===== src/rtl/addr8u_share_arb.sv =====
// addr8u_share_arb: two-requester round-robin arbiter time-sharing one external 8-bit unsigned adder.
// Optional swapped-operand recheck with bounded retries when ADDR8U_RECHECK_EN is defined.
module addr8u_share_arb #(
    parameter int RETRY_MAX = 2
) (
    input  logic       clk,
    input  logic       rst,
    input  logic       req0_valid,
    input  logic [7:0] req0_a,
    input  logic [7:0] req0_b,
    output logic       req0_ready,
    input  logic       req1_valid,
    input  logic [7:0] req1_a,
    input  logic [7:0] req1_b,
    output logic       req1_ready,
    output logic [7:0] add_a,
    output logic [7:0] add_b,
    input  logic [8:0] add_sum,
    output logic       rsp_valid,
    output logic       rsp_id,
    output logic [8:0] rsp_sum,
    output logic       rsp_err,
    input  logic       rsp_ready
);
`ifdef ADDR8U_RECHECK_EN
    typedef enum logic [1:0] {IDLE, EXEC, CHECK, RESP} state_t;
    localparam logic [2:0] RMAX = 3'(RETRY_MAX);
    logic [2:0] retry_q, retry_d;
    logic       err_q, err_d;
`else
    typedef enum logic [1:0] {IDLE, EXEC, RESP} state_t;
`endif
    state_t     state_q, state_d;
    logic       rr_q, rr_d;
    logic [7:0] a_q, a_d, b_q, b_d;
    logic       id_q, id_d;
    logic [8:0] sum_q, sum_d;
    logic       gnt, idle;
    // Contention resolves by rr; otherwise whichever side is valid wins.
    assign gnt        = (req0_valid && req1_valid) ? rr_q : req1_valid;
    assign idle       = (state_q == IDLE) && !rst;
    assign req0_ready = idle && req0_valid && !gnt;
    assign req1_ready = idle && req1_valid && gnt;
    assign rsp_valid  = (state_q == RESP);
    assign rsp_id     = id_q;
    assign rsp_sum    = sum_q;
`ifdef ADDR8U_RECHECK_EN
    assign rsp_err    = err_q;
`else
    assign rsp_err    = 1'b0;
`endif
    always_comb begin
        state_d = state_q;
        rr_d    = rr_q;
        a_d     = a_q;
        b_d     = b_q;
        id_d    = id_q;
        sum_d   = sum_q;
        add_a   = 8'h00;
        add_b   = 8'h00;
`ifdef ADDR8U_RECHECK_EN
        retry_d = retry_q;
        err_d   = err_q;
`endif
        case (state_q)
            IDLE: if (req0_ready || req1_ready) begin
                a_d     = gnt ? req1_a : req0_a;
                b_d     = gnt ? req1_b : req0_b;
                id_d    = gnt;
                state_d = EXEC;
`ifdef ADDR8U_RECHECK_EN
                retry_d = 3'd0;
                err_d   = 1'b0;
`endif
            end
            EXEC: begin
                add_a   = a_q;
                add_b   = b_q;
                sum_d   = add_sum;
`ifdef ADDR8U_RECHECK_EN
                state_d = CHECK;
`else
                state_d = RESP;
`endif
            end
`ifdef ADDR8U_RECHECK_EN
            // Swapped operands route through different adder bit paths.
            CHECK: begin
                add_a = b_q;
                add_b = a_q;
                if (add_sum == sum_q) begin
                    err_d   = 1'b0;
                    state_d = RESP;
                end else if (retry_q < RMAX) begin
                    retry_d = retry_q + 3'd1;
                    state_d = EXEC;
                end else begin
                    err_d   = 1'b1;
                    state_d = RESP;
                end
            end
`endif
            RESP: if (rsp_ready) begin
                state_d = IDLE;
                rr_d    = ~id_q;
            end
            default: state_d = IDLE;
        endcase
    end
    always_ff @(posedge clk or posedge rst) begin
        if (rst) begin
            state_q <= IDLE;
            rr_q    <= 1'b0;
            a_q     <= 8'h00;
            b_q     <= 8'h00;
            id_q    <= 1'b0;
            sum_q   <= 9'h000;
`ifdef ADDR8U_RECHECK_EN
            retry_q <= 3'd0;
            err_q   <= 1'b0;
`endif
        end else begin
            state_q <= state_d;
            rr_q    <= rr_d;
            a_q     <= a_d;
            b_q     <= b_d;
            id_q    <= id_d;
            sum_q   <= sum_d;
`ifdef ADDR8U_RECHECK_EN
            retry_q <= retry_d;
            err_q   <= err_d;
`endif
        end
    end
endmodule


===== config.mk =====
export PLATFORM = sky130hd
export DESIGN_NAME = addr8u_share_arb
export DESIGN_NICKNAME = d
export VERILOG_FILES = /design/src/rtl/addr8u_share_arb.sv
export SDC_FILE = /design/constraint.sdc
export NUM_CORES = 1
export LEC_CHECK = 0
export CAP_MARGIN = 10
export CORE_AREA = 2 2 60 68
export DETAILED_ROUTE_END_ITERATION = 12
export DIE_AREA = 0 0 62 70
export GPL_ROUTABILITY_DRIVEN = 0
export PLACE_DENSITY = 0.81
export SLEW_MARGIN = 30
export SYNTH_ARGS = -nofsm -noshare
export SYNTH_HDL_FRONTEND = slang
export SYNTH_SLANG_ARGS = --single-unit

===== constraint.sdc =====
create_clock -name clk -period 4.1 [get_ports clk]
set_input_delay 1.23 -clock clk [delete_from_list [all_inputs] [get_ports clk]]
set_output_delay 1.23 -clock clk [all_outputs]
set_load 0.005 [all_outputs]

==> impl_metrics.env <==
export IMPL_setup_viol=0
export IMPL_path_buf_inv=2
export IMPL_drtPass1Iterations=4
export IMPL_synth_warnings=0
export IMPL_grt_pass1_vias=1408
export IMPL_place_hpwl_um=3190
export IMPL_finalInstanceArea_um2=2320
export IMPL_rsz0062_at_grt="no"
export IMPL_hold_class="reg -> reg"
export IMPL_synth_largest_area_cell="dfrtp_1"
export IMPL_diodes=0
export IMPL_vias=1281
export IMPL_nNetsFinal=237
export IMPL_antenna_found_initial=0
export IMPL_worstPathCellList="clkdlybuf4s50_1, a21bo_2, nor4_2, clkdlybuf4s50_1"
export IMPL_p_per_area_nw_per_um2=550
export IMPL_ys_ff_latch=29
export IMPL_worstSetupPathType="in -> out"
export IMPL_final_setup_tns_ps=0
export IMPL_total_power_mw=1.28
export IMPL_min_period_ps=3950
export IMPL_timing_rr_start="state_q[1]"
export IMPL_timing_final_max_slew_violations=0
export IMPL_crit_arrival_ps=2720
export IMPL_ios=76
export IMPL_dieArea_um2=4340
export IMPL_cp_max_fo=3
export IMPL_r2r_end="b_q[3]"
export IMPL_clock_fmax_mhz=253
export IMPL_rows=24
export IMPL_cts_max_level=2
export IMPL_yosysUniqueCellTypes=25
export IMPL_p_leak_nw=0.908
export IMPL_worstHoldStart="rsp_id"
export IMPL_clkTransAtPathRegs_ps=60
export IMPL_overflow=0
export IMPL_pre_cts_ws_ps=53.6
export IMPL_numCtsBuffers=5
export IMPL_post_drt_wl_per_cell_um=17.3
export IMPL_critPathCaptureType="primary output"
export IMPL_drc=0
export IMPL_hold_path_end="rr_q"
export IMPL_start_util_pct=38.9
export IMPL_ant_nets=0
export IMPL_grt_pass1_wl_um=6670
export IMPL_reg2reg_depth=4
export IMPL_ir_drop_uv=231
export IMPL_die_w_um=62
export IMPL_layout_drive_gt1_share_pct=19.3
export IMPL_place_inst=236
export IMPL_syn_area_um2=1460
export IMPL_vias_per_cell=5.25
export IMPL_die_height_um=70
export IMPL_finalNonFillerCells=244
export IMPL_synth_top_area_share_pct=49.7
export IMPL_worst_pin_slew_ps=831
export IMPL_finClkSkew_ps=7.02
export IMPL_hold_path_depth=1
export IMPL_synthTopCellsByArea="dfrtp_1 50%, o32ai_1 9.6%, a2bb2oi_2 9.3%"
export IMPL_insertion_delay_ps=280
export IMPL_cts_tree="done"
export IMPL_hold_viol=0
export IMPL_core_area_um2=3750
export IMPL_fin_util_pct=61.8
export IMPL_drt_initial_drc_count=55
export IMPL_post_cts_repair_setup_buffers=0
export IMPL_clock_sinks=29
export IMPL_synthToLayoutAreaGrowth_pct=59.1
export IMPL_syn_instance_count=116
export IMPL_slowest_stage="clkdlybuf4s50_1"
export IMPL_drt_wl_total_um=4230
export IMPL_grt_max_degree=30
export IMPL_cts_buffer_depth=2
export IMPL_worst_setup_path_start_kind="primary input"
export IMPL_worst_path_dominant_cell_family="buffers and inverters"
export IMPL_syn_area_per_cell_um2=12.6
export IMPL_crit_path_max_incr_delay_ps=550
export IMPL_path_common_cell="clkdlybuf4s50_1"
export IMPL_track_usage_pct=21.0
export IMPL_cts_root_buf="clkbuf_8"
export IMPL_maxCapViolCount=0
export IMPL_hold_ws_ps=496
export IMPL_slew_headroom_pct=44.6
export IMPL_seq_area_frac_synth_pct=49.7
export IMPL_placed_area_um2=2230
export IMPL_status="finished, final reports clean"
export IMPL_synth_nets=162
export IMPL_fin_ws_ps=147
export IMPL_fin_crit_sh_pct=96.4
export IMPL_cp_required_ps=2870
export IMPL_rrSetupSlack_ps=2140
export IMPL_port_buffers=74
==> routing by layer <==
metal  global-route usage [%]  wire, um
met1                     24.5      1700
met2                     34.7      2170
met3                     5.37       295
met4                     9.46        72
met5                        0         0
==> area by class of cell <==
cell class	instances	area, um2
clock buffers	6	72.6
clock inverters	2	10.0
fillers	301	1430
inverters	4	15.0
multi-input cells	71	647
flip-flops and latches	29	726
well taps	52	65.1
repair buffers	80	786
==> placed cells by master, fill, tap and decap left out, types with 2 or more instances in the layout <==
master           instances
buf_4                    6
inv_2                    2
o32ai_1                 16
and2_1                  16
mux2_2                   9
clkbuf_8                 5
nor2b_1                  2
dfrtp_1                 29
a2bb2oi_1                7
a2bb2oi_2                9
clkinv_2                 2
clkdlybuf4s50_1         74
inv_1                    2
==> synth_stat cells, drive strengths merged <==
library cell	instances
nand2	1
nor4	1
o32ai	16
nor3b	1
a2bb2oi	16
clkbuf	3
mux2i	1
and2	16
conb	1
a21bo	1
inv	4
buf	9
o21a	1
mux2	9
a21oi	1
nor3	1
dfrtp	29
nor2	1
a21o	1
nor2b	3
==> timing repair <==
item,4_1_cts,5_1_grt
hold buffers,0,0
resized for setup,0,1
endpoints found under the setup margin,0,1
==> kinds of logic after synthesis <==
| group | after synthesis | share of synthesized area [%] |
|---|---|---|
| simple gates | 24 | 10.7 |
| other cells | 1 | 0.257 |
| compound gates | 36 | 25.1 |
| buf+inv | 16 | 6.52 |
| flops | 29 | 49.7 |
| mux | 10 | 7.63 |
==> report_power, final <==
part           switching, mW  internal [mW]  total [mW]
clock                  0.104          0.117       0.221
sequential            0.0806          0.418       0.498
combinational          0.192          0.364       0.556
==> how the worst max path moves through the flow <==
stage	from	endpoint	slack, ps	depth (start not counted)
global route	req0_valid	req0_ready	70	4
global placement	req0_valid	req0_ready	120	4
CTS	req0_valid	req0_ready	40	4
detailed placement	req0_valid	req0_ready	50	4
floorplan	req0_valid	req1_ready	990	4
finish	req0_valid	req0_ready	150	4
==> sequential cells by signal (all words and copies together) (netlist names) <==
signal and count:
rsp_id 1, rr_q 1, b_q 8, a_q 8, state_q 2, rsp_sum 9
==> worst reg2reg max path: stages (launching register included) <==
cell	delay, ps
dfrtp_1	450
nor3_4	200
buf_4	290
o21a_1	720
a2bb2oi_1	220
Power figures use the tool's default switching activity.
